<file path="src/rtl/cmp_window_stats.sv">
// cmp_window_stats: windowed statistics behind an N-bit comparator.
// Counts Lesser/Greater/Equal outcomes and tracks the unsigned maximum of the
// winning operand over WINDOW accepted samples. It then holds a registered
// summary on a valid/ready handshake and clears for the next window.
// Optional build macro CMP_ONEHOT_CHECK_EN: flags non-one-hot comparator
// results on err. When it is undefined, err is tied to 0.
//
// state     | meaning
// ST_ACCUM  | accepting samples, counters show running values
// ST_REPORT | summary held on outputs until out_valid && out_ready
module cmp_window_stats #(
  parameter int WIDTH  = 32,
  parameter int WINDOW = 8,
  parameter int CNT_W  = 16
) (
  input  logic             clk,
  input  logic             rst,
  input  logic             in_valid,
  output logic             in_ready,
  input  logic [WIDTH-1:0] a,
  input  logic [WIDTH-1:0] b,
  input  logic             Lesser,
  input  logic             Greater,
  input  logic             Equal,
  output logic             out_valid,
  input  logic             out_ready,
  output logic [CNT_W-1:0] lt_cnt,
  output logic [CNT_W-1:0] gt_cnt,
  output logic [CNT_W-1:0] eq_cnt,
  output logic [WIDTH-1:0] max_val,
  output logic             err
);

  localparam logic [0:0]       ST_ACCUM  = 1'b0;
  localparam logic [0:0]       ST_REPORT = 1'b1;
  localparam logic [15:0]      IDX_LAST  = 16'(WINDOW - 1);
  localparam logic [CNT_W-1:0] CNT_MAX   = {CNT_W{1'b1}};

  logic [0:0]       state_q, state_d;
  logic [15:0]      idx_q, idx_d;
  logic [CNT_W-1:0] lt_q, lt_d, gt_q, gt_d, eq_q, eq_d;
  logic [WIDTH-1:0] max_q, max_d;
  logic             accept;
  logic             cls_lt, cls_gt, cls_eq;
  logic [WIDTH-1:0] winner;
  logic             err_set;

  assign in_ready  = (state_q == ST_ACCUM) && !rst;
  assign accept    = in_valid && in_ready;
  assign out_valid = (state_q == ST_REPORT);

  // Equal wins over Lesser, which wins over Greater; no flag means no count.
  assign cls_eq = Equal;
  assign cls_lt = !Equal && Lesser;
  assign cls_gt = !Equal && !Lesser && Greater;
  assign winner = cls_lt ? b : a;

`ifdef CMP_ONEHOT_CHECK_EN
  logic err_q, err_d;
  logic onehot;

  assign onehot  = ({Lesser, Greater, Equal} == 3'b100) ||
                   ({Lesser, Greater, Equal} == 3'b010) ||
                   ({Lesser, Greater, Equal} == 3'b001);
  assign err_set = accept && !onehot;

  // Sticky error for the window, cleared by the report handshake.
  always_comb begin
    err_d = err_q;
    if (out_valid && out_ready) err_d = 1'b0;
    else if (err_set)           err_d = 1'b1;
  end

  // Error flag register.
  always_ff @(posedge clk) begin
    if (rst) err_q <= 1'b0;
    else     err_q <= err_d;
  end

  assign err = err_q;
`else
  assign err_set = 1'b0;
  assign err     = err_set;
`endif

  // Next-state: accumulate in ACCUM, hold and clear on handshake in REPORT.
  always_comb begin
    state_d = state_q;
    idx_d   = idx_q;
    lt_d    = lt_q;
    gt_d    = gt_q;
    eq_d    = eq_q;
    max_d   = max_q;
    case (state_q)
      ST_ACCUM: begin
        if (accept) begin
          if (cls_lt && lt_q != CNT_MAX) lt_d = lt_q + 1'b1;
          if (cls_gt && gt_q != CNT_MAX) gt_d = gt_q + 1'b1;
          if (cls_eq && eq_q != CNT_MAX) eq_d = eq_q + 1'b1;
          if (winner > max_q) max_d = winner;
          idx_d = idx_q + 16'd1;
          if (idx_q == IDX_LAST) state_d = ST_REPORT;
        end
      end
      default: begin
        if (out_ready) begin
          state_d = ST_ACCUM;
          idx_d   = '0;
          lt_d    = '0;
          gt_d    = '0;
          eq_d    = '0;
          max_d   = '0;
        end
      end
    endcase
  end

  // State, index and accumulator registers.
  always_ff @(posedge clk) begin
    if (rst) begin
      state_q <= ST_ACCUM;
      idx_q   <= '0;
      lt_q    <= '0;
      gt_q    <= '0;
      eq_q    <= '0;
      max_q   <= '0;
    end else begin
      state_q <= state_d;
      idx_q   <= idx_d;
      lt_q    <= lt_d;
      gt_q    <= gt_d;
      eq_q    <= eq_d;
      max_q   <= max_d;
    end
  end

  assign lt_cnt  = lt_q;
  assign gt_cnt  = gt_q;
  assign eq_cnt  = eq_q;
  assign max_val = max_q;

endmodule

</file>
<file path="config.mk">
export PLATFORM = sky130hd
export DESIGN_NAME = cmp_window_stats
export DESIGN_NICKNAME = d
export VERILOG_FILES = /design/src/rtl/cmp_window_stats.sv
export SDC_FILE = /design/constraint.sdc
export NUM_CORES = 1
export LEC_CHECK = 0
export ABC_CLOCK_PERIOD_IN_PS = 5200
export CORE_ASPECT_RATIO = 0.8
export CORE_MARGIN = 4
export CORE_UTILIZATION = 40
export CTS_BUF_LIST = sky130_fd_sc_hd__clkbuf_8
export DETAILED_ROUTE_END_ITERATION = 6
export GPL_TIMING_DRIVEN = 0
export PLACE_DENSITY = 0.68
export SLEW_MARGIN = 20
export SYNTH_ARGS = -nofsm -noshare
export SYNTH_HDL_FRONTEND = slang
export SYNTH_SLANG_ARGS = --single-unit
export TNS_END_PERCENT = 50
</file>
<file path="constraint.sdc">
create_clock -name clk -period 5.2 [get_ports clk]
set_input_delay 0.78 -clock clk [delete_from_list [all_inputs] [get_ports clk]]
set_output_delay 0.78 -clock clk [all_outputs]
set_load 0.01 [all_outputs]
</file>
==> metrics.txt, run 1 <==
# TYPE chip_impl_metric gauge
chip_impl_info{name="status",value="completed"} 1
chip_impl_metric{name="clk_lat_worst_skew",unit="ns"} 0.39
chip_impl_metric{name="resize_count_post_cts",unit=""} 0
chip_impl_metric{name="cts.hold.buffers_added",unit=""} 0
chip_impl_metric{name="total_switching_power",unit="mW"} 0.4566
chip_impl_metric{name="min_path_cells",unit=""} 2
chip_impl_metric{name="num-fill-cells",unit=""} 1331
chip_impl_metric{name="finalCoreUtilization",unit="%"} 55.49
chip_impl_metric{name="p_leak",unit="nW"} 3.022
chip_impl_metric{name="cts_setup_buffers",unit=""} 0
chip_impl_info{name="critical_path.reg2reg.startpoint",value="max_val[15]"} 1
chip_impl_metric{name="crit_arrival",unit="ns"} 4.67
chip_impl_info{name="hold_crit_start",value="max_val[2]"} 1
chip_impl_info{name="critical_path.slowest_cell",value="sky130_fd_sc_hd__clkdlybuf4s50_1"} 1
chip_impl_metric{name="diodes",unit=""} 0
chip_impl_metric{name="groute.layer.met1.usage",unit="%"} 29.50
chip_impl_metric{name="synth.yosys.seq_area_share",unit="%"} 34.45
chip_impl_metric{name="via_per_inst",unit=""} 4.926
chip_impl_metric{name="timing.reg2reg.worst_path_depth",unit=""} 9
chip_impl_info{name="rsz0062_at_grt",value="false"} 1
chip_impl_metric{name="detailroute.via_count",unit=""} 5227
chip_impl_metric{name="synthesis.instances",unit=""} 714
chip_impl_metric{name="cellPowerDensity",unit="nW/um^2"} 216.7
chip_impl_metric{name="path_clk_slew",unit="ns"} 0.10
chip_impl_metric{name="starting_density_of_the_core",unit="%"} 41.16
chip_impl_metric{name="syn_avg_cell_area",unit="um^2"} 7.894
chip_impl_metric{name="syn-num-nets",unit=""} 821
chip_impl_metric{name="clock-skew-final",unit="ns"} 0.01103
chip_impl_metric{name="postSynthRegisterBits",unit=""} 97
chip_impl_metric{name="place.detailed.instances",unit=""} 1045
chip_impl_metric{name="layout.cells.non_filler",unit=""} 1061
chip_impl_info{name="hold-path-endpoint",value="max_val[2]"} 1
chip_impl_metric{name="maxCapViolCount",unit=""} 0
chip_impl_metric{name="timing.final.ws_setup",unit="ns"} 0.8423
chip_impl_metric{name="layout_min_cycle_time",unit="ns"} 4.358
chip_impl_metric{name="grt_use_met3",unit="%"} 6.096
chip_impl_metric{name="ys_async_sr_fraction",unit="%"} 0
chip_impl_metric{name="pre_cts_ws",unit="ns"} 0.4618
chip_impl_metric{name="htree_levels",unit=""} 3
chip_impl_metric{name="io-pin-count",unit=""} 154
chip_impl_metric{name="netlist_area",unit="um^2"} 5637
chip_impl_metric{name="synth_edf_count",unit=""} 0
chip_impl_metric{name="max_slew_headroom_at_the_worst_pin",unit="%"} 58.36
chip_impl_info{name="sort_of_element_at_the_end_of_the_critical_path",value="register"} 1
chip_impl_metric{name="worst-slew-pin-transition",unit="ns"} 0.6234
chip_impl_metric{name="dp_hpwl",unit="mm"} 11.94
chip_impl_metric{name="avgRoutedWirePerCell",unit="um"} 14.64
chip_impl_info{name="globalRoute.busiestLayer",value="met1"} 1
chip_impl_metric{name="final_period_util",unit="%"} 83.80
chip_impl_metric{name="path_max_fanout",unit=""} 10
chip_impl_metric{name="place.gp.congestion",unit=""} 0.8112
chip_impl_metric{name="postRouteAntennaNets",unit=""} 0
chip_impl_metric{name="first_global_vias",unit=""} 4834
chip_impl_metric{name="detail_route.drc_violations",unit=""} 0
chip_impl_metric{name="globalRoute.totalOverflow",unit=""} 0
chip_impl_metric{name="coreArea",unit="um^2"} 13690
chip_impl_info{name="worst-setup-path-type",value="primary input to register"} 1
chip_impl_info{name="regToRegEndpoint",value="max_val[31]"} 1
chip_impl_metric{name="swShare",unit="%"} 27.72
chip_impl_metric{name="detail_route.wirelength",unit="mm"} 15.54
chip_impl_metric{name="syn_to_final_growth",unit="%"} 34.81
chip_impl_metric{name="overall_global_routing_resource_usage",unit="%"} 19.38
chip_impl_metric{name="drt_first_pass_iters",unit=""} 5
chip_impl_metric{name="worst-endpoint-required",unit="ns"} 5.51
chip_impl_metric{name="grt_antenna_before_repair",unit=""} 0
chip_impl_metric{name="die_height",unit="um"} 114.2
chip_impl_metric{name="rows",unit=""} 38
chip_impl_metric{name="internal_power",unit="mW"} 1.190
chip_impl_info{name="cts_root_buf",value="sky130_fd_sc_hd__clkbuf_8"} 1
chip_impl_metric{name="clk_path_buf_depth",unit=""} 2
chip_impl_info{name="crit_path_cell_trace",value="clkdlybuf4s50_1, nand2b_1, clkbuf_1, clkbuf_1, nand2_1, nand2_1, ha_1, a21o_1, a221o_1, a221oi_2, o221ai_2, o211ai_4, buf_12, mux2i_1"} 1
chip_impl_metric{name="synth.lib_cells_used.distinct",unit=""} 55
chip_impl_metric{name="worst_path_largest_cell_delay",unit="ns"} 0.54
chip_impl_metric{name="cts.sink_count",unit=""} 97
chip_impl_info{name="worstSetupStartpoint",value="Equal"} 1
chip_impl_metric{name="dr.first_iter.drc_count",unit=""} 282
chip_impl_metric{name="final.setup.tns",unit="ns"} 0
chip_impl_metric{name="yosys_warnings",unit=""} 0
chip_impl_info{name="tritoncts",value="yes"} 1
chip_impl_metric{name="gr-usage-met2",unit="%"} 27.10
chip_impl_metric{name="portBuffers",unit=""} 151
chip_impl_metric{name="setup_viol_count_final",unit=""} 0
chip_impl_metric{name="clkPwrFrac",unit="%"} 34.2
chip_impl_metric{name="pwr-share-comb",unit="%"} 18.8
chip_impl_metric{name="max-vdd-ir-drop",unit="mV"} 0.1323
chip_impl_metric{name="timing_hold_violations_final",unit=""} 0
chip_impl_metric{name="number_of_buffers_created_by_cts",unit=""} 9
chip_impl_metric{name="r2r_slack",unit="ns"} 2.59
chip_impl_info{name="cp-start-kind",value="primary input"} 1
chip_impl_metric{name="die_w",unit="um"} 140.7
chip_impl_metric{name="wire_length_of_the_first_global_routing_pass",unit="mm"} 25.25
chip_impl_metric{name="grt_max_degree",unit=""} 18
chip_impl_info{name="ys_dominant_reg_cell",value="sky130_fd_sc_hd__dfxtp_1"} 1
chip_impl_metric{name="power.share.sequential",unit="%"} 47.0
chip_impl_metric{name="design.die.area",unit="um^2"} 16070
chip_impl_info{name="hold_class",value="register to register"} 1
chip_impl_metric{name="proportion_of_layout_cells_with_a_drive_suffix_above_1",unit="%"} 5.108
chip_impl_metric{name="clock.fmax",unit="GHz"} 0.2295
chip_impl_metric{name="fin_nets",unit=""} 983
chip_impl_metric{name="final_max_slew_viol_count",unit=""} 0
## placed cells by master (no fill, tap or decap), types with 19 or more instances in the layout
cell type	count
sky130_fd_sc_hd__nand2_1	187
sky130_fd_sc_hd__clkdlybuf4s50_1	151
sky130_fd_sc_hd__dfxtp_1	97
sky130_fd_sc_hd__nor2_1	74
sky130_fd_sc_hd__inv_1	36
sky130_fd_sc_hd__ha_1	36
sky130_fd_sc_hd__mux2i_1	34
sky130_fd_sc_hd__a21oi_1	27
sky130_fd_sc_hd__xor2_1	24
sky130_fd_sc_hd__xnor2_1	22
sky130_fd_sc_hd__nand3_1	20
sky130_fd_sc_hd__clkbuf_1	19
## metrics by stage
stage	total power, mW	cell area [um^2]	hold WS (ns)
2_1_floorplan	0.9657	5637	0.4669
3_3_place_gp	1.097	7373	0.4598
3_5_place_dp	1.102	7373	0.4679
4_1_cts	1.670	7599	0.4861
5_1_grt	1.738	7599	0.5125
6_report	1.647	7599	0.4811
## power by group through the flow
stage	clock network [mW]	logic, mW	registers (mW)
after floorplan	0	0.170	0.796
after global placement	0	0.307	0.790
after detailed placement	0	0.311	0.791
after CTS	0.583	0.313	0.774
after global routing	0.614	0.348	0.776
final	0.563	0.310	0.773
## worst max path at each step
stage | endpoint | cells after the start
after floorplan | max_val[2] | 13
after global placement | max_val[9] | 14
after detailed placement | max_val[31] | 14
after CTS | max_val[6] | 14
after global routing | max_val[20] | 14
final | max_val[31] | 14
## synth_stat cells (all sizes together) (5+ instances only)
library cell	instances	area, um^2
a2111oi	5	72.57
a211oi	5	37.54
a21oi	28	143.9
and3	10	62.56
and4	6	52.55
buf	13	127.6
clkbuf	19	71.32
dfxtp	97	1942
ha	36	450.4
inv	36	135.1
mux2i	34	340.3
nand2	187	701.9
nand3	20	100.1
nand4	17	118.9
nor2	74	277.8
nor3	8	40.04
o2111ai	5	43.79
o211ai	5	56.30
o21ai	15	75.07
or3	8	50.05
xnor2	22	192.7
xor2	24	210.2
## registers in the layout, indices dropped and copies added, names as in the netlist
name       count
out_valid      1
gt_cnt        16
lt_cnt        16
idx_q         16
eq_cnt        16
max_val       32
## cell families (layout without fill, tap and decap cells)
logic type | Yosys count | count (layout) | synth area share [%]
flops | 97 | 97 | 34.45
compound gates | 85 | 85 | 11.01
simple gates | 347 | 347 | 27.37
mux | 34 | 34 | 6.038
buf+inv | 68 | 235 | 5.927
fa+ha+maj | 36 | 36 | 7.991
other cells | 1 | 1 | 0.06653
xor+xnor | 46 | 46 | 7.148
## critical path, delay by kind of cell
kind	cells	cell delay [ns]
buf+inv	4	1.76
compound gates	5	1.30
simple gates	3	0.36
fa+ha+maj	1	0.26
mux	1	0.20
## final cells by class
| cell class | instances | area [um^2] | area share [%] |
|---|---|---|---|
| Inverter | 36 | 135.1 | 1.778 |
| Multi-Input combinational cell | 549 | 3361 | 44.23 |
| Clock buffer | 9 | 123.9 | 1.630 |
| Clock inverter | 7 | 101.3 | 1.334 |
| Buffer | 32 | 198.9 | 2.618 |
| Tap cell | 180 | 225.2 | 2.964 |
| Timing Repair Buffer | 151 | 1511 | 19.89 |
| Sequential cell | 97 | 1942 | 25.56 |
## metal layers
layer	vias up	wire, um
li1	2732	-
met1	2363	8310
met2	125	6131
met3	7	999
met4	0	95
met5	-	0
(Power assumes the default switching activity.)
==> run 2, diff against run 1 <==
- ABC_CLOCK_PERIOD_IN_PS: 5200 -> 3700
- PLACE_DENSITY: 0.68 -> 0.71
- clock period: 5.2 -> 3.7 ns (I/O delays scaled with it)
==> metrics.txt, run 2 (synthesized netlist as in run 1, its figures left out) <==
# TYPE chip_impl_metric gauge
chip_impl_metric{name="power.share.sequential",unit="%"} 49.4
chip_impl_metric{name="largest_register_ffs",unit=""} 32
chip_impl_metric{name="first_global_vias",unit=""} 4881
chip_impl_metric{name="cts.sink_count",unit=""} 97
chip_impl_metric{name="worst_hold_slack",unit="ns"} 0.4389
chip_impl_metric{name="layout_min_cycle_time",unit="ns"} 3.520
chip_impl_metric{name="drt_first_pass_iters",unit=""} 4
chip_impl_metric{name="syn_to_final_growth",unit="%"} 34.94
chip_impl_info{name="status",value="completed"} 1
chip_impl_metric{name="clkPwrFrac",unit="%"} 30.4
chip_impl_metric{name="place.gp.congestion",unit=""} 0.8075
chip_impl_metric{name="dp_hpwl",unit="mm"} 11.90
chip_impl_metric{name="pre_cts_ws",unit="ns"} -0.8760
chip_impl_metric{name="grt_antenna_before_repair",unit=""} 0
chip_impl_metric{name="postLayoutCellArea",unit="um^2"} 7606
chip_impl_metric{name="starting_density_of_the_core",unit="%"} 41.16
chip_impl_info{name="cp-start-kind",value="primary input"} 1
chip_impl_metric{name="fin_nets",unit=""} 984
chip_impl_info{name="sort_of_element_at_the_end_of_the_critical_path",value="register"} 1
chip_impl_metric{name="portBuffers",unit=""} 151
chip_impl_metric{name="dr.first_iter.drc_count",unit=""} 192
chip_impl_metric{name="clock.fmax",unit="GHz"} 0.2841
chip_impl_metric{name="worst-slew-pin-transition",unit="ns"} 0.6609
chip_impl_metric{name="maxCapViolCount",unit=""} 0
chip_impl_metric{name="design.die.area",unit="um^2"} 16070
chip_impl_metric{name="crit_arrival",unit="ns"} 3.81
chip_impl_metric{name="detailroute.via_count",unit=""} 5248
chip_impl_metric{name="coreArea",unit="um^2"} 13690
chip_impl_metric{name="max-vdd-ir-drop",unit="mV"} 0.1969
chip_impl_info{name="final_common_cell",value="sky130_fd_sc_hd__nand2_1"} 1
chip_impl_metric{name="htree_levels",unit=""} 3
chip_impl_metric{name="globalRoute.totalOverflow",unit=""} 0
chip_impl_metric{name="io-pin-count",unit=""} 154
chip_impl_metric{name="internal_power",unit="mW"} 1.563
chip_impl_metric{name="layout.cells.non_filler",unit=""} 1062
chip_impl_metric{name="wire_length_of_the_first_global_routing_pass",unit="mm"} 25.01
chip_impl_metric{name="final_max_slew_viol_count",unit=""} 0
chip_impl_metric{name="grt_max_degree",unit=""} 18
chip_impl_metric{name="final_period_util",unit="%"} 95.14
chip_impl_metric{name="clk_path_buf_depth",unit=""} 2
chip_impl_info{name="worst-setup-path-type",value="primary input to register"} 1
chip_impl_metric{name="worst-endpoint-required",unit="ns"} 3.99
chip_impl_metric{name="finalCoreUtilization",unit="%"} 55.55
chip_impl_metric{name="timing.final.ws_setup",unit="ns"} 0.1799
chip_impl_metric{name="cellPowerDensity",unit="nW/um^2"} 289.2
chip_impl_metric{name="swShare",unit="%"} 28.96
chip_impl_metric{name="place.detailed.instances",unit=""} 1045
chip_impl_metric{name="clock-skew-final",unit="ns"} 0.01433
chip_impl_info{name="tritoncts",value="yes"} 1
chip_impl_metric{name="clk_lat_worst_skew",unit="ns"} 0.37
chip_impl_metric{name="overall_global_routing_resource_usage",unit="%"} 18.92
chip_impl_metric{name="placed_cell_area",unit="um^2"} 7373
chip_impl_info{name="hold_class",value="primary input to register"} 1
chip_impl_metric{name="min_path_cells",unit=""} 2
chip_impl_metric{name="detail_route.drc_violations",unit=""} 0
chip_impl_metric{name="detail_route.wirelength",unit="mm"} 15.31
chip_impl_metric{name="die_w",unit="um"} 140.7
chip_impl_metric{name="cts.hold.buffers_added",unit=""} 0
chip_impl_metric{name="power.total",unit="mW"} 2.200
chip_impl_metric{name="number_of_buffers_created_by_cts",unit=""} 9
chip_impl_metric{name="pwr-share-comb",unit="%"} 20.2
chip_impl_metric{name="die_height",unit="um"} 114.2
chip_impl_metric{name="timing.reg2reg.worst_path_depth",unit=""} 10
chip_impl_metric{name="path_clk_slew",unit="ns"} 0.10
chip_impl_metric{name="postRouteAntennaNets",unit=""} 0
chip_impl_metric{name="setup_viol_count_final",unit=""} 0
chip_impl_metric{name="diodes",unit=""} 0
chip_impl_metric{name="final.setup.tns",unit="ns"} 0
chip_impl_metric{name="proportion_of_layout_cells_with_a_drive_suffix_above_1",unit="%"} 6.349
chip_impl_metric{name="max_slew_headroom_at_the_worst_pin",unit="%"} 55.78
chip_impl_info{name="mostFrequentLayoutCells",value="sky130_fd_sc_hd__nand2_1 (187), sky130_fd_sc_hd__clkdlybuf4s50_1 (151), sky130_fd_sc_hd__dfxtp_1 (97)"} 1
chip_impl_info{name="cts_root_buf",value="sky130_fd_sc_hd__clkbuf_8"} 1
chip_impl_metric{name="via_per_inst",unit=""} 4.942
chip_impl_metric{name="total_switching_power",unit="mW"} 0.6369
chip_impl_metric{name="timing_hold_violations_final",unit=""} 0
chip_impl_metric{name="path_max_fanout",unit=""} 10
chip_impl_metric{name="p_leak",unit="nW"} 3.043
chip_impl_metric{name="rows",unit=""} 38
chip_impl_metric{name="avgRoutedWirePerCell",unit="um"} 14.42
## run 2: area by class of cell
type / instances / area, um^2
Sequential cell: 97 / 1942
Clock inverter: 6 / 46.29
Fill cell: 1312 / 6087
Buffer: 31 / 205.2
Timing Repair Buffer: 153 / 1539
Tap cell: 180 / 225.2
Multi-Input combinational cell: 549 / 3376
Inverter: 36 / 135.1
Clock buffer: 10 / 137.6
## run 2: what timing repair did
| action | in CTS | in global routing |
|---|---|---|
| pin swaps | 0 | 1 |
| setup endpoints to repair | 32 | 30 |
| resized for setup | 6 | 11 |
| setup buffers | 0 | 2 |
## run 2: final timing paths
path / startpoint / end / slack, ns
max: Lesser / max_val[28] / 0.18
min: rst / gt_cnt[0] / 0.44
max reg2reg: max_val[31] / max_val[28] / 1.19
min reg2reg: max_val[27] / max_val[27] / 0.48
## run 2: routing by layer
| layer | share of wire [%] | up-vias | GRT usage (%) |
|---|---|---|---|
| met4 | 0.83 | 0 | 3.680 |
| met1 | 53 | 2374 | 29.16 |
| met3 | 5.5 | 10 | 4.092 |
| met5 | 0 | - | 0 |
| li1 | - | 2741 | - |
| met2 | 40 | 123 | 27.04 |
## run 2: power by group through the flow
stage | clock [mW] | combinational, mW | sequential, mW
global route | 0.728 | 0.494 | 1.09
global placement | 0 | 0.431 | 1.11
finish | 0.669 | 0.443 | 1.09
floorplan | 0 | 0.239 | 1.12
detailed placement | 0 | 0.436 | 1.11
CTS | 0.690 | 0.440 | 1.09
## run 2: critical path, stage by stage
cell and delay, ns:
sky130_fd_sc_hd__clkdlybuf4s50_1 0.57, sky130_fd_sc_hd__nor2b_2 0.32, sky130_fd_sc_hd__clkbuf_4 0.29, sky130_fd_sc_hd__nand2_1 0.07
sky130_fd_sc_hd__nand2_1 0.09, sky130_fd_sc_hd__ha_1 0.25, sky130_fd_sc_hd__a21o_1 0.16, sky130_fd_sc_hd__a221o_1 0.35
sky130_fd_sc_hd__a221oi_2 0.24, sky130_fd_sc_hd__o221ai_2 0.16, sky130_fd_sc_hd__o211ai_4 0.23, sky130_fd_sc_hd__buf_12 0.16
sky130_fd_sc_hd__buf_12 0.14, sky130_fd_sc_hd__mux2i_1 0.20
==> run 3, diff against run 2 <==
- GPL_TIMING_DRIVEN: 0 -> not set
- RECOVER_POWER: not set -> 25
==> metrics.txt, run 3 (synthesized netlist as in run 1, its figures left out) <==
# TYPE chip_impl_metric gauge
chip_impl_metric{name="setup_viol_count_final",unit=""} 0
chip_impl_metric{name="final_max_slew_viol_count",unit=""} 0
chip_impl_metric{name="worst_hold_slack",unit="ns"} 0.4791
chip_impl_metric{name="grt_antenna_before_repair",unit=""} 0
chip_impl_metric{name="dp_hpwl",unit="mm"} 10.97
chip_impl_info{name="final_common_cell",value="sky130_fd_sc_hd__nand2_1"} 1
chip_impl_metric{name="worst-endpoint-required",unit="ns"} 3.99
chip_impl_metric{name="final.setup.tns",unit="ns"} 0
chip_impl_info{name="tritoncts",value="yes"} 1
chip_impl_metric{name="die_w",unit="um"} 140.7
chip_impl_info{name="hold-path-endpoint",value="max_val[2]"} 1
chip_impl_metric{name="finalCoreUtilization",unit="%"} 54.98
chip_impl_metric{name="detailroute.via_count",unit=""} 5269
chip_impl_info{name="cts_root_buf",value="sky130_fd_sc_hd__clkbuf_8"} 1
chip_impl_info{name="status",value="completed"} 1
chip_impl_metric{name="coreArea",unit="um^2"} 13690
chip_impl_metric{name="timing_hold_violations_final",unit=""} 0
chip_impl_info{name="hold_crit_start",value="max_val[2]"} 1
chip_impl_metric{name="final_period_util",unit="%"} 88.79
chip_impl_metric{name="detail_route.drc_violations",unit=""} 0
chip_impl_info{name="cp-start-kind",value="primary input"} 1
chip_impl_metric{name="p_leak",unit="nW"} 3.140
chip_impl_metric{name="layout_min_cycle_time",unit="ns"} 3.285
chip_impl_metric{name="syn_to_final_growth",unit="%"} 33.56
chip_impl_metric{name="path_clk_slew",unit="ns"} 0.09
chip_impl_info{name="rsz0062_at_grt",value="false"} 1
chip_impl_metric{name="dr.first_iter.drc_count",unit=""} 256
chip_impl_metric{name="die_height",unit="um"} 114.2
chip_impl_metric{name="clock.fmax",unit="GHz"} 0.3044
chip_impl_metric{name="cts.sink_count",unit=""} 97
chip_impl_metric{name="detail_route.wirelength",unit="mm"} 14.94
chip_impl_metric{name="cts_setup_buffers",unit=""} 0
chip_impl_metric{name="cts.hold.buffers_added",unit=""} 0
chip_impl_metric{name="path_max_fanout",unit=""} 34
chip_impl_metric{name="number_of_buffers_created_by_cts",unit=""} 9
chip_impl_metric{name="num-fill-cells",unit=""} 1296
chip_impl_metric{name="r2r_slack",unit="ns"} 0.87
chip_impl_metric{name="starting_density_of_the_core",unit="%"} 41.16
chip_impl_metric{name="diodes",unit=""} 0
chip_impl_metric{name="design.die.area",unit="um^2"} 16070
chip_impl_metric{name="resize_count_post_cts",unit=""} 0
chip_impl_metric{name="layout.cells.non_filler",unit=""} 1042
chip_impl_metric{name="avgRoutedWirePerCell",unit="um"} 14.34
chip_impl_info{name="worst-setup-path-type",value="primary input to register"} 1
chip_impl_metric{name="cellPowerDensity",unit="nW/um^2"} 287.0
chip_impl_metric{name="crit_arrival",unit="ns"} 3.58
chip_impl_metric{name="first_global_vias",unit=""} 4865
chip_impl_metric{name="overall_global_routing_resource_usage",unit="%"} 18.44
chip_impl_metric{name="largest_register_ffs",unit=""} 32
chip_impl_metric{name="wire_length_of_the_first_global_routing_pass",unit="mm"} 24.58
chip_impl_metric{name="grt_max_degree",unit=""} 37
chip_impl_info{name="critical_path.reg2reg.startpoint",value="out_valid"} 1
chip_impl_metric{name="proportion_of_layout_cells_with_a_drive_suffix_above_1",unit="%"} 5.452
chip_impl_metric{name="timing.reg2reg.worst_path_depth",unit=""} 6
chip_impl_metric{name="place.gp.congestion",unit=""} 0.8073
chip_impl_metric{name="htree_levels",unit=""} 3
chip_impl_metric{name="maxCapViolCount",unit=""} 0
chip_impl_metric{name="max-vdd-ir-drop",unit="mV"} 0.2018
chip_impl_info{name="hold_class",value="register to register"} 1
chip_impl_metric{name="postRouteAntennaNets",unit=""} 0
chip_impl_metric{name="via_per_inst",unit=""} 5.057
chip_impl_metric{name="clock-skew-final",unit="ns"} 0.01194
chip_impl_info{name="sort_of_element_at_the_end_of_the_critical_path",value="register"} 1
chip_impl_metric{name="fin_nets",unit=""} 964
chip_impl_info{name="mostFrequentLayoutCells",value="sky130_fd_sc_hd__nand2_1 (187), sky130_fd_sc_hd__clkdlybuf4s50_1 (110), sky130_fd_sc_hd__dfxtp_1 (97)"} 1
chip_impl_metric{name="power.total",unit="mW"} 2.161
chip_impl_metric{name="clk_lat_worst_skew",unit="ns"} 0.36
chip_impl_metric{name="drt_first_pass_iters",unit=""} 5
chip_impl_metric{name="worst-slew-pin-transition",unit="ns"} 0.6916
chip_impl_metric{name="clk_path_buf_depth",unit=""} 2
chip_impl_metric{name="rows",unit=""} 38
chip_impl_info{name="regToRegEndpoint",value="lt_cnt[11]"} 1
chip_impl_metric{name="place.detailed.instances",unit=""} 1026
chip_impl_metric{name="portBuffers",unit=""} 152
chip_impl_metric{name="min_path_cells",unit=""} 2
chip_impl_metric{name="io-pin-count",unit=""} 154
chip_impl_metric{name="max_slew_headroom_at_the_worst_pin",unit="%"} 53.78
chip_impl_metric{name="globalRoute.totalOverflow",unit=""} 0
[run 3: changes by cell type in the layout (fill, tap and decap cells not counted), moves of 2 or more]
cell	delta
sky130_fd_sc_hd__buf_2	-7
sky130_fd_sc_hd__buf_4	+4
sky130_fd_sc_hd__buf_6	-2
sky130_fd_sc_hd__clkbuf_1	-12
sky130_fd_sc_hd__clkbuf_2	-4
sky130_fd_sc_hd__clkdlybuf4s50_1	-41
sky130_fd_sc_hd__clkinv_4	+3
sky130_fd_sc_hd__clkinvlp_4	-2
sky130_fd_sc_hd__dlygate4sd3_1	+42
sky130_fd_sc_hd__inv_6	-2
sky130_fd_sc_hd__nor2_1	-2
sky130_fd_sc_hd__nor2_2	+2
[run 3: power breakdown]
part           switching, mW  internal (mW)  leakage [nW]
Sequential            0.0202           1.07         0.784
Combinational          0.211          0.213          2.26
Clock                  0.383          0.266        0.0980
Total                  0.615           1.55          3.14
[run 3: worst max path at each step]
stage | slack, ns | end | startpoint | depth (start not counted)
floorplan | 0.58 | max_val[2] | Equal | 13
global placement | 0.14 | max_val[11] | Equal | 13
detailed placement | 0.06 | max_val[7] | Equal | 13
finish | 0.41 | max_val[30] | Equal | 13
global route | 0.24 | max_val[15] | Equal | 13
CTS | 0.45 | max_val[30] | Equal | 13
[run 3: layout make-up]
class | instances | area, um^2 | area share [%]
Multi-Input combinational cell | 549 | 3371 | 44.77
Sequential cell | 97 | 1942 | 25.79
Timing Repair Buffer | 164 | 1674 | 22.24
Tap cell | 180 | 225.2 | 2.992
Clock buffer | 10 | 137.6 | 1.828
Inverter | 36 | 135.1 | 1.795
Clock inverter | 6 | 43.79 | 0.5817
[run 3: per-layer routing]
metal	share of wire (%)	global-route usage [%]	routed length [um]	vias up
li1	-	-	-	2700
met1	52	27.50	7751	2410
met2	42	27.23	6292	155
met3	5.4	4.050	802	4
met4	0.65	4.003	97	0
met5	0	0	0	-
[run 3: through the flow]
stage | setup slack, ns | area (um^2)
after floorplan | 0.5824 | 5637
after global placement | 0.1384 | 7347
after detailed placement | 0.05668 | 7347
after CTS | 0.4463 | 7528
after global routing | 0.2431 | 7528
final | 0.4148 | 7528
[run 3: worst max-delay path, stage by stage]
cell and delay, ns:
sky130_fd_sc_hd__clkdlybuf4s50_1 0.50, sky130_fd_sc_hd__nand2b_1 0.23, sky130_fd_sc_hd__buf_12 0.19, sky130_fd_sc_hd__nand2_1 0.08
sky130_fd_sc_hd__nand2_1 0.07, sky130_fd_sc_hd__ha_1 0.30, sky130_fd_sc_hd__nand4_2 0.14, sky130_fd_sc_hd__nor4_2 0.33
sky130_fd_sc_hd__nand2_1 0.15, sky130_fd_sc_hd__o41a_1 0.46, sky130_fd_sc_hd__o211ai_4 0.13, sky130_fd_sc_hd__buf_12 0.21
sky130_fd_sc_hd__mux2i_1 0.20
